`src/rtl/mem_arbiter_pkg.sv`:
```
// Shared definitions for the unified-memory arbiter.
// Holds the FSM state and owner encodings, and the load/store type code widths
// shared with the LSU and data memory. Also holds the load code used for
// instruction fetches and a small state-classification helper.
package mem_arbiter_pkg;

    // Load and store type code widths, shared with the LSU and data memory
    localparam int LOAD_TYPE_W  = 3;
    localparam int STORE_TYPE_W = 2;

    // Width of the timeout counter; covers TIMEOUT up to 65535
    localparam int CNT_W = 16;

    // Load code presented to memory for instruction fetches (full word)
    localparam logic [LOAD_TYPE_W-1:0] LT_WORD = 3'b010;

    // Arbiter FSM states
    typedef enum logic [1:0] {
        ST_IDLE    = 2'd0,
        ST_IF_BUSY = 2'd1,
        ST_D_BUSY  = 2'd2,
        ST_RESP    = 2'd3
    } state_t;

    // Requester that currently owns the memory port
    typedef enum logic {
        OWN_IF = 1'b0,
        OWN_D  = 1'b1
    } owner_t;

    // True while an access is outstanding on the memory port
    function automatic logic is_busy(input state_t s);
        return (s == ST_IF_BUSY) || (s == ST_D_BUSY);
    endfunction

endpackage

```
`src/rtl/mem_arbiter_timeout_counter.sv`:
```
// Timeout counter for the memory arbiter.
// Counts busy cycles of one access. o_expired is high in the busy cycle in which
// the TERMINAL-th cycle has elapsed without an acknowledge, so the arbiter can
// abandon the access on that same edge.
// Ports:
//   clk, rst   - clock, synchronous active-high reset
//   i_clr      - synchronous clear (asserted on grant)
//   i_en       - count enable (asserted while busy)
//   o_expired  - terminal count reached in the current enabled cycle
module mem_arbiter_timeout_counter #(
    parameter int TERMINAL = 255,
    parameter int CNT_W    = 16
) (
    input  logic clk,
    input  logic rst,
    input  logic i_clr,
    input  logic i_en,
    output logic o_expired
);

    // Value held during the TERMINAL-th busy cycle (counter starts at zero)
    localparam logic [CNT_W-1:0] LAST = CNT_W'(TERMINAL - 1);

    logic [CNT_W-1:0] r_count;

    // Busy-cycle counter: cleared on grant, advances once per busy cycle
    always_ff @(posedge clk) begin
        if (rst) begin
            r_count <= {CNT_W{1'b0}};
        end else if (i_clr) begin
            r_count <= {CNT_W{1'b0}};
        end else if (i_en) begin
            r_count <= r_count + {{(CNT_W-1){1'b0}}, 1'b1};
        end else begin
            r_count <= r_count;
        end
    end

    assign o_expired = i_en & (r_count == LAST);

endmodule

```
`src/rtl/mem_arbiter.sv`:
```
// Single-port unified-memory arbiter between the fetch stage and the MEM stage.
// Data requests have fixed priority; an access runs grant -> busy -> RESP and
// the owner's done pulse is raised in RESP. Fetch results may be killed, and an
// access with no acknowledge after TIMEOUT busy cycles is abandoned with a
// sticky error and zero read data.
// Ports:
//   clk, rst                         - clock, synchronous active-high reset
//   if_req_i/if_addr_i/if_kill_i     - fetch request, address, kill pulse
//   if_rdata_o/if_done_o/if_stall_o  - fetch result, completion pulse, stall
//   d_req_i/d_we_i/d_addr_i/d_wdata_i/d_load_type_i/d_store_type_i - data request
//   d_rdata_o/d_done_o/d_stall_o     - load result, completion pulse, stall
//   mem_*_o                          - memory request, held for the whole access
//   mem_rdata_i/mem_ack_i            - memory response
//   err_o                            - sticky timeout flag
module mem_arbiter
    import mem_arbiter_pkg::*;
#(
    parameter int ADDR_W  = 10,
    parameter int DATA_W  = 32,
    parameter int TIMEOUT = 255
) (
    input  logic                    clk,
    input  logic                    rst,
    input  logic                    if_req_i,
    input  logic [ADDR_W-1:0]       if_addr_i,
    input  logic                    if_kill_i,
    output logic [DATA_W-1:0]       if_rdata_o,
    output logic                    if_done_o,
    output logic                    if_stall_o,
    input  logic                    d_req_i,
    input  logic                    d_we_i,
    input  logic [ADDR_W-1:0]       d_addr_i,
    input  logic [DATA_W-1:0]       d_wdata_i,
    input  logic [LOAD_TYPE_W-1:0]  d_load_type_i,
    input  logic [STORE_TYPE_W-1:0] d_store_type_i,
    output logic [DATA_W-1:0]       d_rdata_o,
    output logic                    d_done_o,
    output logic                    d_stall_o,
    output logic                    mem_req_o,
    output logic                    mem_we_o,
    output logic [ADDR_W-1:0]       mem_addr_o,
    output logic [DATA_W-1:0]       mem_wdata_o,
    output logic [LOAD_TYPE_W-1:0]  mem_load_type_o,
    output logic [STORE_TYPE_W-1:0] mem_store_type_o,
    input  logic [DATA_W-1:0]       mem_rdata_i,
    input  logic                    mem_ack_i,
    output logic                    err_o
);

    state_t                  r_state;
    owner_t                  r_owner;
    logic                    r_kill;
    logic                    r_mem_req;
    logic                    r_mem_we;
    logic [ADDR_W-1:0]       r_mem_addr;
    logic [DATA_W-1:0]       r_mem_wdata;
    logic [LOAD_TYPE_W-1:0]  r_mem_lt;
    logic [STORE_TYPE_W-1:0] r_mem_st;
    logic [DATA_W-1:0]       r_if_rdata;
    logic [DATA_W-1:0]       r_d_rdata;
    logic                    r_if_done;
    logic                    r_d_done;
    logic                    r_err;

    logic                    w_grant;
    logic                    w_busy;
    logic                    w_expired;
    logic                    w_if_done;
    logic [DATA_W-1:0]       w_resp_data;

    assign w_grant = (r_state == ST_IDLE) & (if_req_i | d_req_i);
    assign w_busy  = is_busy(r_state);

    // A timed-out access returns zero instead of whatever is on the bus
    assign w_resp_data = mem_ack_i ? mem_rdata_i : {DATA_W{1'b0}};

    mem_arbiter_timeout_counter #(
        .TERMINAL (TIMEOUT),
        .CNT_W    (CNT_W)
    ) u_timeout (
        .clk       (clk),
        .rst       (rst),
        .i_clr     (w_grant),
        .i_en      (w_busy),
        .o_expired (w_expired)
    );

    // Arbitration FSM with registered memory-side and completion outputs
    always_ff @(posedge clk) begin
        if (rst) begin
            r_state     <= ST_IDLE;
            r_owner     <= OWN_IF;
            r_kill      <= 1'b0;
            r_mem_req   <= 1'b0;
            r_mem_we    <= 1'b0;
            r_mem_addr  <= {ADDR_W{1'b0}};
            r_mem_wdata <= {DATA_W{1'b0}};
            r_mem_lt    <= {LOAD_TYPE_W{1'b0}};
            r_mem_st    <= {STORE_TYPE_W{1'b0}};
            r_if_rdata  <= {DATA_W{1'b0}};
            r_d_rdata   <= {DATA_W{1'b0}};
            r_if_done   <= 1'b0;
            r_d_done    <= 1'b0;
            r_err       <= 1'b0;
        end else begin
            r_if_done <= 1'b0;
            r_d_done  <= 1'b0;
            case (r_state)
                ST_IDLE: begin
                    r_kill <= 1'b0;
                    if (d_req_i) begin
                        r_owner     <= OWN_D;
                        r_mem_req   <= 1'b1;
                        r_mem_we    <= d_we_i;
                        r_mem_addr  <= d_addr_i;
                        r_mem_wdata <= d_wdata_i;
                        r_mem_lt    <= d_load_type_i;
                        r_mem_st    <= d_store_type_i;
                        r_state     <= ST_D_BUSY;
                    end else if (if_req_i) begin
                        r_owner    <= OWN_IF;
                        r_mem_req  <= 1'b1;
                        r_mem_we   <= 1'b0;
                        r_mem_addr <= if_addr_i;
                        r_mem_lt   <= LT_WORD;
                        r_state    <= ST_IF_BUSY;
                    end else begin
                        r_state <= ST_IDLE;
                    end
                end
                ST_IF_BUSY, ST_D_BUSY: begin
                    // A kill seen in any busy cycle of a fetch, including the
                    // ack cycle, suppresses that fetch's done pulse
                    if ((r_owner == OWN_IF) && if_kill_i) begin
                        r_kill <= 1'b1;
                    end
                    if (mem_ack_i || w_expired) begin
                        r_mem_req <= 1'b0;
                        r_mem_we  <= 1'b0;
                        r_state   <= ST_RESP;
                        if (!mem_ack_i) begin
                            r_err <= 1'b1;
                        end
                        if (r_owner == OWN_D) begin
                            r_d_rdata <= w_resp_data;
                            r_d_done  <= 1'b1;
                        end else begin
                            r_if_rdata <= w_resp_data;
                            r_if_done  <= ~(r_kill | if_kill_i);
                        end
                    end
                end
                ST_RESP: begin
                    r_kill  <= 1'b0;
                    r_state <= ST_IDLE;
                end
                default: begin
                    r_state   <= ST_IDLE;
                    r_mem_req <= 1'b0;
                    r_mem_we  <= 1'b0;
                end
            endcase
        end
    end

    // A kill arriving in the RESP cycle itself still masks the fetch done pulse
    assign w_if_done = r_if_done & ~if_kill_i;

    assign if_rdata_o       = r_if_rdata;
    assign if_done_o        = w_if_done;
    assign if_stall_o       = if_req_i & ~w_if_done;
    assign d_rdata_o        = r_d_rdata;
    assign d_done_o         = r_d_done;
    assign d_stall_o        = d_req_i & ~r_d_done;
    assign mem_req_o        = r_mem_req;
    assign mem_we_o         = r_mem_we;
    assign mem_addr_o       = r_mem_addr;
    assign mem_wdata_o      = r_mem_wdata;
    assign mem_load_type_o  = r_mem_lt;
    assign mem_store_type_o = r_mem_st;
    assign err_o            = r_err;

endmodule

```
`config.mk`:
```
export PLATFORM = sky130hd
export DESIGN_NAME = mem_arbiter
export DESIGN_NICKNAME = d
export VERILOG_FILES = /design/src/rtl/mem_arbiter_pkg.sv /design/src/rtl/mem_arbiter_timeout_counter.sv /design/src/rtl/mem_arbiter.sv
export SDC_FILE = /design/constraint.sdc
export NUM_CORES = 1
export LEC_CHECK = 0
export ABC_AREA = 1
export CAP_MARGIN = 20
export CORE_AREA = 2 2 114 116
export CTS_CLUSTER_DIAMETER = 80
export DETAILED_ROUTE_END_ITERATION = 10
export DIE_AREA = 0 0 116 118
export PLACE_DENSITY = 0.95
export SLEW_MARGIN = 25
export SYNTH_ARGS = -nofsm -noshare
export SYNTH_HDL_FRONTEND = slang
export SYNTH_SLANG_ARGS = --single-unit
```
`constraint.sdc`:
```
create_clock -name clk -period 4.18 [get_ports clk]
set_clock_uncertainty 0.2 [all_clocks]
set_input_delay 0.627 -clock clk [delete_from_list [all_inputs] [get_ports clk]]
set_output_delay 0.627 -clock clk [all_outputs]
set_load 0.02 [all_outputs]
```
# Word-level counts from Yosys, hierarchy flattened
# Cells that the tools add are included.
# classes
bitwise	15
addsub	1
mux	20
n_reduce_logical	17
n_eq_ne	7
# op_table
op	n
two-way mux 32 bit	1
two-way mux 10 bit	2
adder 16 x 1 -> 16 bit, second input constant	1
equality test 16 x 8 -> 1 bit, second input constant	1
AND reduction 3 bit	4
two-way mux 1 bit	9
NOT 1 bit	8
two-way mux 3 bit	2
one-hot mux 1 bit (2 select lines)	3
one-hot mux 2 bit (3 select lines)	1
OR reduction 2 bit	3
AND 1 bit	5
equality test 2 bit, second input constant	2
two-way mux 2 bit	2
!= test 2 bit, second input constant	2
AND reduction 2 bit	2
nonzero test 2 bit	2
OR reduction 4 bit	1
!= test 3 bit, second input constant	1
OR reduction 3 bit	1
equality test 2 x 1 -> 1 bit, second input constant	1
zero test 2 bit	1
logical OR 1 bit	2
bitwise OR 1 bit	2
logical AND 1 bit	1
# totals
word_cells	75
inputBits	96
ff_bits	136

# Depth between registers and ports, before layout
# Gate-level depths: netlist of run 1.
# depth
word_depth	6
ltp_mapped	13
depth_no_buf	12

# Modules after synthesis
# Synthesis of run 1 repeated with hierarchy kept, for this count alone.
# unflattened
cells_unflattened	693
area_unflattened_um2	5459.0
# modules_own_cells
module	cells_each	area_each_um2	instances	seq_area_each_um2
mem_arbiter	570	4604.4	1	2402.3
mem_arbiter_timeout_counter	123	854.6	1	320.3

# Worst setup path after synthesis of run 1
# Ideal clock, no wire load.
# synth_path
path_kind	input to output
startpoint	in if_kill_i
endpoint	out if_stall_o
arrival_ps	1147
path_slack_ps	2206
path_stages	2
cell_sequence	nor2_1 -> nor2_1
# synth_between
elab_chain_cells	4
# synth_rtl
item	line_no	text
start, declared	mem_arbiter.sv:26	input logic if_kill_i,
NOT 1 bit	mem_arbiter.sv:167	assign w_if_done = r_if_done & ~if_kill_i;
AND 1 bit	mem_arbiter.sv:167	
NOT 1 bit	mem_arbiter.sv:171	assign if_stall_o = if_req_i & ~w_if_done;
AND 1 bit	mem_arbiter.sv:171	
end, declared	mem_arbiter.sv:29	output logic if_stall_o,
# No other way between the ends.

# Final worst setup path of run 1
# layout_path
startpoint	in d_req_i
endpoint	out d_stall_o
# layout_between
elab_chain_cells	1
# layout_rtl
item	line_no	text
start, declared	mem_arbiter.sv:30	input logic d_req_i,
AND 1 bit	mem_arbiter.sv:174	assign d_stall_o = d_req_i & ~r_d_done;
end, declared	mem_arbiter.sv:38	output logic d_stall_o,
# No other way between the ends.

==> flow_metrics.env, run 1 <==
export IMPL_worstHoldPathCells=2
export IMPL_gp_congestion=0.886
export IMPL_hold_start="u_timeout.r_count[7]$_SDFFE_PP0P_"
export IMPL_status="finished, final reports clean"
export IMPL_ys_async_sr_fraction=0
export IMPL_first_global_vias=5651
export IMPL_drive_above_1_share=0.0451
export IMPL_place_inst=1228
export IMPL_cap_viol_max_count=0
export IMPL_p_int_mw=2.91
export IMPL_min_to="u_timeout.r_count[7]$_SDFFE_PP0P_"
export IMPL_syn_area_mm2=0.00598
export IMPL_grt_max_degree=65
export IMPL_cts_path_max_buffers=2
export IMPL_synthCells=888
export IMPL_postRouteAntennaNets=0
export IMPL_drc=0
export IMPL_worstMarginPinSlew_ns=0.813
export IMPL_ys_ff_latch=136
export IMPL_synth_seq_area_share=0.455
export IMPL_synthTopCellsByArea="dfxtp_1 (46%), nand2_1 (13%), nor2_1 (12%), inv_1 (8.8%), o21ai_0 (4.4%)"
export IMPL_die_y_um=118
export IMPL_synth_edf_count=0
export IMPL_path_clk_slew_ns=0.06
export IMPL_cp_max_fo=13
export IMPL_ys_warnings_count=0
export IMPL_seqPwrFrac=0.368
export IMPL_worstPathBufferInverterCount=3
export IMPL_power_switching_mw=1.26
export IMPL_crit_top_cell="clkdlybuf4s50_1"
export IMPL_hold_class="reg2reg"
export IMPL_ctsRootBufferMaster="clkbuf_16"
export IMPL_vias=6135
export IMPL_io_pins=214
export IMPL_start_kind="primary input"
export IMPL_worstReg2RegEnd="if_rdata_o[18]$_SDFFE_PP0P_"
export IMPL_path_cells="clkdlybuf4s50_1 > inv_1 > nor2_1 > clkdlybuf4s50_1"
export IMPL_p_comb_frac=0.263
export IMPL_area_growth_pct=45.8
export IMPL_setup_worst_path_class="in2out"
export IMPL_final_area_mm2=0.00872
export IMPL_fin_crit_ns=3.25
export IMPL_reg2reg_depth=12
export IMPL_synth_nets=987
export IMPL_fill_cells=975
export IMPL_clock_fmax_ghz=0.307
export IMPL_power_leakage_nw=3.88
export IMPL_final_util=0.702
export IMPL_finalHoldViolations=0
export IMPL_vias_per_cell=4.87
export IMPL_ctsHoldBuffers=0
export IMPL_initial_core_util=0.482
export IMPL_slew_viol_final=0
export IMPL_path_delay_family="buffers and inverters"
export IMPL_cts_repair_resized=0
export IMPL_rows=41
export IMPL_clk_latency_ns=0.42
export IMPL_regToRegSetupSlack_ns=1.49
export IMPL_critPathCaptureType="primary output"
export IMPL_cp_slowest_cell="clkdlybuf4s50_1"
export IMPL_crit_path_max_incr_delay_ns=0.75
export IMPL_core_area_mm2=0.0124
export IMPL_arrival_ns=2.43
export IMPL_cts_tree="done"
export IMPL_rsz0062_at_grt="false"
export IMPL_relSlewSlack=0.458
export IMPL_peakVddDrop_mv=0.340
export IMPL_final_cells=1259
export IMPL_die_area_mm2=0.0137
export IMPL_first_pass_iters=5
export IMPL_syn_avg_cell_area_um2=6.74
export IMPL_drt_iter0_markers=363
export IMPL_port_buffers=213
export IMPL_grt_overflow_total=0
export IMPL_clockPowerShare=0.368
export IMPL_yosys_area_top_type_share=0.455
export IMPL_finalCritPeriodShare=0.778
export IMPL_die_x_um=116
export IMPL_htreeDepth=4
export IMPL_grt_pass1_wl_um=26400
export IMPL_track_usage=0.244
export IMPL_wl_um=16700
export IMPL_setup_violations=0
export IMPL_hpwl_um=11600
export IMPL_cts_buffers=17
export IMPL_cp_required_ns=3.35
export IMPL_rr_startpoint="r_state[1]$_SDFFE_PP0P_"
export IMPL_sw_frac_of_total=0.303
export IMPL_wl_per_cell_um=13.3
export IMPL_finalPower_mw=4.17
export IMPL_synth_main_ff_cell="dfxtp_1"
export IMPL_synthDistinctLibCells=30
export IMPL_post_cts_buffers=0
export IMPL_p_per_area_mw_per_mm2=478
export IMPL_diodes=0
export IMPL_tns_ns=0
export IMPL_fin_nets=1174
export IMPL_synth_top_area_cell="dfxtp_1"
export IMPL_cts_sinks=136
export IMPL_antenna_found_initial=0
export IMPL_place_area_mm2=0.00811
==> worst reg2reg max path: stages, from the launching register on <==
cell and delay (ns):
dfxtp_1 0.35, inv_1 0.05, ha_1 0.30, inv_2 0.10, nor2_1 0.10, nand2_1 0.05
nor2_1 0.11, nand2_2 0.10, nand2_4 0.33, nand3_4 0.52, nand2_1 0.22, inv_1 0.06
nor2_1 0.14
==> placed cells by master, fill, tap and decap left out, types with 3 or more instances in the layout <==
cell type	instances
clkinv_2	5
nand2_2	3
clkbuf_8	4
bufinv_16	3
buf_4	5
clkbuf_16	17
xor2_1	3
a31oi_1	11
o21ai_0	52
inv_1	139
nand3_1	6
ha_1	3
inv_2	3
nand2_1	215
clkdlybuf4s50_1	213
nand4_1	40
dfxtp_1	136
a21oi_1	16
nor3_1	3
nor2_1	189
o21a_1	3
==> sequential cells by signal, summed over array words and instances (netlist names) <==
register and flops:
d_done_o 1, d_rdata_o 32, err_o 1, if_rdata_o 32
mem_addr_o 10, mem_load_type_o 3, mem_req_o 1, mem_store_type_o 2
mem_wdata_o 32, mem_we_o 1, r_if_done 1, r_kill 1
r_owner 1, r_state 2, u_timeout.r_count 16
==> power by group through the flow <==
stage	Clock (mW)	Combinational (mW)	Sequential, mW
final	1.54	1.10	1.53
after detailed placement	0	1.09	1.56
after global routing	1.62	1.20	1.55
after global placement	0	1.06	1.55
after CTS	1.56	1.10	1.53
after floorplan	0	0.470	1.71
==> metrics by stage <==
step | hold slack, ns | worst slack, ns
2_1_floorplan | 0.228 | 2.21
3_3_place_gp | 0.241 | 0.984
3_5_place_dp | 0.246 | 0.939
4_1_cts | 0.257 | 0.944
5_1_grt | 0.273 | 0.798
6_report | 0.262 | 0.927
==> cell families after synthesis <==
family	share of synthesized area
AOI/OAI and AO/OA	0.0799
adders and majority gates	0.00628
DFF	0.455
and+or+nand+nor	0.322
buffers and inverters	0.132
xor gates and xnor gates	0.00439
==> worst max path at each step <==
stage / start / end / slack, ns / cells past startpoint
3_5_place_dp: d_req_i / d_stall_o / 0.94 / 4
3_3_place_gp: d_req_i / d_stall_o / 0.98 / 4
4_1_cts: d_req_i / d_stall_o / 0.94 / 4
2_1_floorplan: if_kill_i / if_stall_o / 2.21 / 2
6_report: d_req_i / d_stall_o / 0.93 / 4
5_1_grt: d_req_i / d_stall_o / 0.80 / 4
==> layer usage <==
layer / GRT usage / wire length, um / vias up
li1: - / - / 3072
met1: 0.279 / 6620 / 2745
met2: 0.410 / 8200 / 280
met3: 0.0860 / 1470 / 38
met4: 0.100 / 426 / 0
met5: 0 / 0 / -
==> Yosys cell counts (6+ instances only) <==
library cell  number
nor2_1           189
a21oi_1           16
dfxtp_1          136
o21ai_0           52
nand4_1           40
buf_1              7
nand2_1          215
nand3_1            6
a31oi_1           11
buf_2              9
buf_6              6
inv_1            140
clkbuf_1          25
==> layout make-up <==
type	count	area [um^2]	share of cell area
clock inverter	8	119	0.0136
inverter	143	538	0.0617
clock buffer	23	488	0.0560
sequential	136	2720	0.312
timing repair buffer	218	2170	0.249
multi-input combinational	559	2470	0.283
tap	172	215	0.0247
(Power assumes the default switching activity.)
==> run 2, diff against run 1 <==
- CORE_AREA: 2 2 114 116 -> 2 2 119 121
- DIE_AREA: 0 0 116 118 -> 0 0 121 123
- PLACE_DENSITY: 0.95 -> 0.9
- clock period: 4.18 -> 3.28 ns (I/O delays scaled with it)
==> run 2 against run 1 <==
Effect of this change:
- power up 25%
- worst setup slack worse by 0.35 ns
- final cell count up 1.1%
- utilization down 5.8 points
- flip-flop and latch count unchanged
- hold slack worse by 0.014 ns
- routed wire length down 2.5%
- sequential power up 27%
- largest power group is now registers
- critical endpoint is now d_rdata_o[14]$_SDFFE_PP0P_
- via count down 2.1%
- non-clock buffer count up 6
==> flow_metrics.env, run 2 (synthesis results as in run 1) <==
export IMPL_status="finished, final reports clean"
export IMPL_relSlewSlack=0.612
export IMPL_finalHoldViolations=0
export IMPL_regToRegSetupSlack_ns=0.57
export IMPL_rr_startpoint="r_state[0]$_SDFFE_PP0P_"
export IMPL_first_global_vias=5622
export IMPL_drive_above_1_share=0.0494
export IMPL_vias_per_cell=4.72
export IMPL_finalCritPeriodShare=0.825
export IMPL_io_pins=214
export IMPL_fin_nets=1180
export IMPL_rsz0062_at_grt="false"
export IMPL_seqPwrFrac=0.372
export IMPL_setup_violations=0
export IMPL_reg2reg_depth=12
export IMPL_die_x_um=121
export IMPL_cts_path_max_buffers=2
export IMPL_cts_buffers=17
export IMPL_die_area_mm2=0.0149
export IMPL_grt_pass1_wl_um=26000
export IMPL_tns_ns=0
export IMPL_wl_um=16300
export IMPL_hold_start="u_timeout.r_count[7]$_SDFFE_PP0P_"
export IMPL_min_to="u_timeout.r_count[7]$_SDFFE_PP0P_"
export IMPL_track_usage=0.221
export IMPL_p_comb_frac=0.272
export IMPL_initial_core_util=0.439
export IMPL_drc=0
export IMPL_cts_sinks=136
export IMPL_diodes=0
export IMPL_drt_iter0_markers=387
export IMPL_critPathCaptureType="flop"
export IMPL_peakVddDrop_mv=0.439
export IMPL_setup_worst_path_class="reg2reg"
export IMPL_sw_frac_of_total=0.306
export IMPL_start_kind="flop"
export IMPL_worstHoldPathCells=2
export IMPL_p_per_area_mw_per_mm2=595
export IMPL_path_clk_slew_ns=0.06
export IMPL_cts_repair_resized=0
export IMPL_postRouteAntennaNets=0
export IMPL_worst_slack_ns=0.573
export IMPL_gp_congestion=0.865
export IMPL_dp_slack_ns=0.581
export IMPL_vias=6009
export IMPL_cp_required_ns=3.42
export IMPL_rows=43
export IMPL_final_common_cell="nand2_1"
export IMPL_worstMarginPinSlew_ns=0.583
export IMPL_clockPowerShare=0.356
export IMPL_final_area_mm2=0.00877
export IMPL_slew_viol_final=0
export IMPL_p_int_mw=3.62
export IMPL_worstReg2RegEnd="d_rdata_o[14]$_SDFFE_PP0P_"
export IMPL_ctsRootBufferMaster="clkbuf_16"
export IMPL_hpwl_um=11200
export IMPL_core_area_mm2=0.0136
export IMPL_wl_per_cell_um=12.8
export IMPL_grt_overflow_total=0
export IMPL_area_growth_pct=46.6
export IMPL_hold_class="reg2reg"
export IMPL_power_switching_mw=1.60
export IMPL_final_cell_mix="nand2_1 (215), clkdlybuf4s50_1 (213), nor2_1 (189)"
export IMPL_port_buffers=213
export IMPL_post_cts_buffers=0
export IMPL_place_area_mm2=0.00819
export IMPL_fin_crit_ns=2.71
export IMPL_ctsHoldBuffers=0
export IMPL_clock_fmax_ghz=0.369
export IMPL_first_pass_iters=5
export IMPL_power_leakage_nw=3.90
export IMPL_die_y_um=123
export IMPL_arrival_ns=2.85
export IMPL_grt_max_degree=48
export IMPL_cap_viol_max_count=0
export IMPL_clk_latency_ns=0.41
export IMPL_cp_max_fo=46
export IMPL_antenna_found_initial=0
export IMPL_htreeDepth=4
export IMPL_cts_tree="done"
## run 2: cell types whose count changed in the layout (fill, tap and decap cells not counted), sizes merged
| cell | before | now |
|---|---|---|
| buf | 5 | 11 |
| bufinv | 3 | 2 |
| clkinvlp | 0 | 1 |
## run 2: metrics by stage
step / instances / util / total power, mW / hold slack (ns)
floorplan: 888 / - / 2.78 / 0.228
global placement: 1242 / 0.602 / 3.35 / 0.239
detailed placement: 1242 / 0.602 / 3.38 / 0.242
CTS: 1273 / 0.644 / 5.25 / 0.251
global route: 1273 / 0.644 / 5.47 / 0.269
finish: 1273 / 0.644 / 5.21 / 0.248
## run 2: final cells by class
type	count	area, um^2
clock buffers	23	478
clock inverters	8	96.3
repair buffers	224	2240
inverters	143	538
flip-flops and latches	136	2720
multi-input cells	559	2470
well taps	180	225
fillers	1133	4850
## run 2: how the worst max path moves through the flow
stage,cells after the start,endpoint,from
global route,11,d_rdata_o[25]$_SDFFE_PP0P_,r_state[1]$_SDFFE_PP0P_
finish,12,d_rdata_o[14]$_SDFFE_PP0P_,r_state[0]$_SDFFE_PP0P_
CTS,4,d_stall_o,d_req_i
floorplan,13,if_rdata_o[10]$_SDFFE_PP0P_,r_state[0]$_SDFFE_PP0P_
global placement,4,d_stall_o,d_req_i
detailed placement,4,d_stall_o,d_req_i
## run 2: worst max-delay path: stages (launching register included)
cell and delay (ns):
dfxtp_1 0.33, inv_1 0.05, ha_1 0.30, inv_2 0.09, nor2_1 0.11, nand2_1 0.06
nor2_1 0.12, nand2_2 0.10, nand2_4 0.32, nand3_4 0.55, nand2_1 0.22, inv_1 0.07
nor2_1 0.11
## run 2: layer usage
layer / vias up / global-route usage / share of wire
li1: 3084 / - / -
met4: 0 / 0.102 / 0.022
met2: 248 / 0.379 / 0.49
met5: - / 0 / 0
met1: 2644 / 0.249 / 0.41
met3: 33 / 0.0710 / 0.082
## run 2: power by group through the flow
stage / logic (mW) / registers [mW] / clock network, mW
floorplan: 0.599 / 2.18 / 0
global placement: 1.39 / 1.96 / 0
detailed placement: 1.41 / 1.97 / 0
CTS: 1.42 / 1.94 / 1.89
global route: 1.56 / 1.96 / 1.96
finish: 1.42 / 1.94 / 1.86
==> run 3, diff against run 2 <==
- clock period: 3.28 -> 2.6 ns (I/O delays scaled with it)
==> run 3 against run 2 <==
Effect of this change:
- utilization grew 0.60 points
- sequential power grew 27%
- final cell count is 0.47% higher
- largest cell class unchanged
- largest power group unchanged
==> flow_metrics.env, run 3 (synthesis results as in run 1) <==
export IMPL_final_common_cell="nand2_1"
export IMPL_relSlewSlack=0.654
export IMPL_fin_nets=1186
export IMPL_final_util=0.650
export IMPL_crit_cells=10
export IMPL_hold_class="reg2reg"
export IMPL_final_area_mm2=0.00885
export IMPL_cts_buffers=17
export IMPL_worstHoldPathCells=2
export IMPL_port_buffers=213
export IMPL_finalPower_mw=6.69
export IMPL_sw_frac_of_total=0.301
export IMPL_worstReg2RegEnd="u_timeout.r_count[15]$_SDFFE_PP0P_"
export IMPL_start_kind="flop"
export IMPL_place_area_mm2=0.00825
export IMPL_place_inst=1248
export IMPL_p_comb_frac=0.270
export IMPL_hpwl_um=11600
export IMPL_first_pass_iters=4
export IMPL_status="finished, final reports clean"
export IMPL_grt_pass1_wl_um=26000
export IMPL_io_pins=214
export IMPL_die_area_mm2=0.0149
export IMPL_setup_violations=0
export IMPL_core_area_mm2=0.0136
export IMPL_antenna_found_initial=0
export IMPL_drc=0
export IMPL_wl_met1_um=6500
export IMPL_die_x_um=121
export IMPL_initial_core_util=0.439
export IMPL_power_leakage_nw=3.94
export IMPL_crit_path_end="u_timeout.r_count[15]$_SDFFE_PP0P_"
export IMPL_grt_max_degree=52
export IMPL_routed_wl_met3_um=1440
export IMPL_cp_slowest_cell="buf_4"
export IMPL_first_global_vias=5733
export IMPL_top_layer="met4"
export IMPL_clk_latency_ns=0.41
export IMPL_postRouteAntennaNets=0
export IMPL_path_cells="inv_1 > ha_1 > buf_4 > nand2_1 > nor2_1 > nand3_1 > nor2_1 > nand3_1 > o21ai_0 > nor2_1"
export IMPL_peakVddDrop_mv=0.481
export IMPL_post_cts_buffers=0
export IMPL_cts_tree="done"
export IMPL_setup_worst_path_class="reg2reg"
export IMPL_crit_path_max_incr_delay_ns=0.44
export IMPL_crit_top_cell="nor2_1"
export IMPL_reg2reg_depth=10
export IMPL_wl_per_cell_um=12.8
export IMPL_rows=43
export IMPL_arrival_ns=2.50
export IMPL_worstMarginPinSlew_ns=0.518
export IMPL_p_per_area_mw_per_mm2=756
export IMPL_critPathCaptureType="flop"
export IMPL_gp_congestion=0.888
export IMPL_finalCritPeriodShare=0.921
export IMPL_worstPathBufferInverterCount=2
export IMPL_final_cell_mix="nand2_1 (215), clkdlybuf4s50_1 (213), nor2_1 (189)"
export IMPL_regToRegSetupSlack_ns=0.20
export IMPL_die_y_um=123
export IMPL_track_usage=0.221
export IMPL_clock_fmax_ghz=0.417
export IMPL_cts_path_max_buffers=2
export IMPL_path_clk_slew_ns=0.05
export IMPL_rr_startpoint="r_state[0]$_SDFFE_PP0P_"
export IMPL_dr_wl_met2_um=8080
export IMPL_cap_viol_max_count=0
export IMPL_drive_above_1_share=0.0546
export IMPL_fin_crit_ns=2.40
export IMPL_clockPowerShare=0.363
export IMPL_path_delay_family="simple AND/OR/NAND/NOR gates"
export IMPL_cp_required_ns=2.70
export IMPL_wl_um=16400
export IMPL_ctsHoldBuffers=0
export IMPL_final_cells=1279
export IMPL_p_int_mw=4.68
export IMPL_cp_max_fo=47
export IMPL_vias_per_cell=4.76
export IMPL_finalHoldViolations=0
export IMPL_cts_sinks=136
export IMPL_power_switching_mw=2.01
export IMPL_vias=6086
export IMPL_rsz0062_at_grt="false"
export IMPL_startpoint="r_state[0]$_SDFFE_PP0P_"
export IMPL_tns_ns=0
export IMPL_area_growth_pct=47.9
export IMPL_seqPwrFrac=0.367
export IMPL_drt_iter0_markers=378
export IMPL_ctsRootBufferMaster="clkbuf_16"
export IMPL_grt_overflow_total=0
export IMPL_cts_repair_resized=0
export IMPL_diodes=0
export IMPL_htreeDepth=4
export IMPL_slew_viol_final=0
## run 3: worst min-delay path: stages (launching register included)
cell and delay (ns):
dfxtp_1 0.31, inv_1 0.05, a21oi_1 0.05
## run 3: worst min path at each step
stage	from	end	slack, ns
2_1_floorplan	u_timeout.r_count[7]$_SDFFE_PP0P_	u_timeout.r_count[7]$_SDFFE_PP0P_	0.23
3_3_place_gp	u_timeout.r_count[7]$_SDFFE_PP0P_	u_timeout.r_count[7]$_SDFFE_PP0P_	0.24
3_5_place_dp	u_timeout.r_count[7]$_SDFFE_PP0P_	u_timeout.r_count[7]$_SDFFE_PP0P_	0.24
4_1_cts	u_timeout.r_count[7]$_SDFFE_PP0P_	u_timeout.r_count[7]$_SDFFE_PP0P_	0.25
5_1_grt	mem_we_o$_SDFFE_PP0P_	mem_we_o$_SDFFE_PP0P_	0.28
6_report	u_timeout.r_count[7]$_SDFFE_PP0P_	u_timeout.r_count[7]$_SDFFE_PP0P_	0.25
## run 3: per-layer routing
| metal | up-vias | GRT usage |
|---|---|---|
| met5 | - | 0 |
| met4 | 0 | 0.0967 |
| met3 | 29 | 0.0701 |
| met2 | 255 | 0.384 |
| met1 | 2702 | 0.248 |
| li1 | 3100 | - |
## run 3: per-stage QoR
stage | setup slack, ns | hold slack [ns]
finish | 0.204 | 0.248
global route | 0.0180 | 0.282
CTS | 0.240 | 0.247
detailed placement | 0.283 | 0.238
global placement | 0.337 | 0.244
floorplan | 0.703 | 0.228
## run 3: power groups by stage
stage / logic, mW / registers (mW) / clock network (mW)
final: 1.81 / 2.46 / 2.43
after global routing: 1.98 / 2.48 / 2.56
after CTS: 1.81 / 2.46 / 2.47
after detailed placement: 1.79 / 2.50 / 0
after global placement: 1.76 / 2.49 / 0
after floorplan: 0.755 / 2.75 / 0
## run 3: area by class of cell
cell class                      count  area [um^2]
Multi-Input combinational cell    559         2470
Sequential cell                   136         2720
Inverter                          143          538
Clock inverter                      8          120
Timing Repair Buffer              230         2300
Tap cell                          180          225
Clock buffer                       23          478
Fill cell                        1121         4760
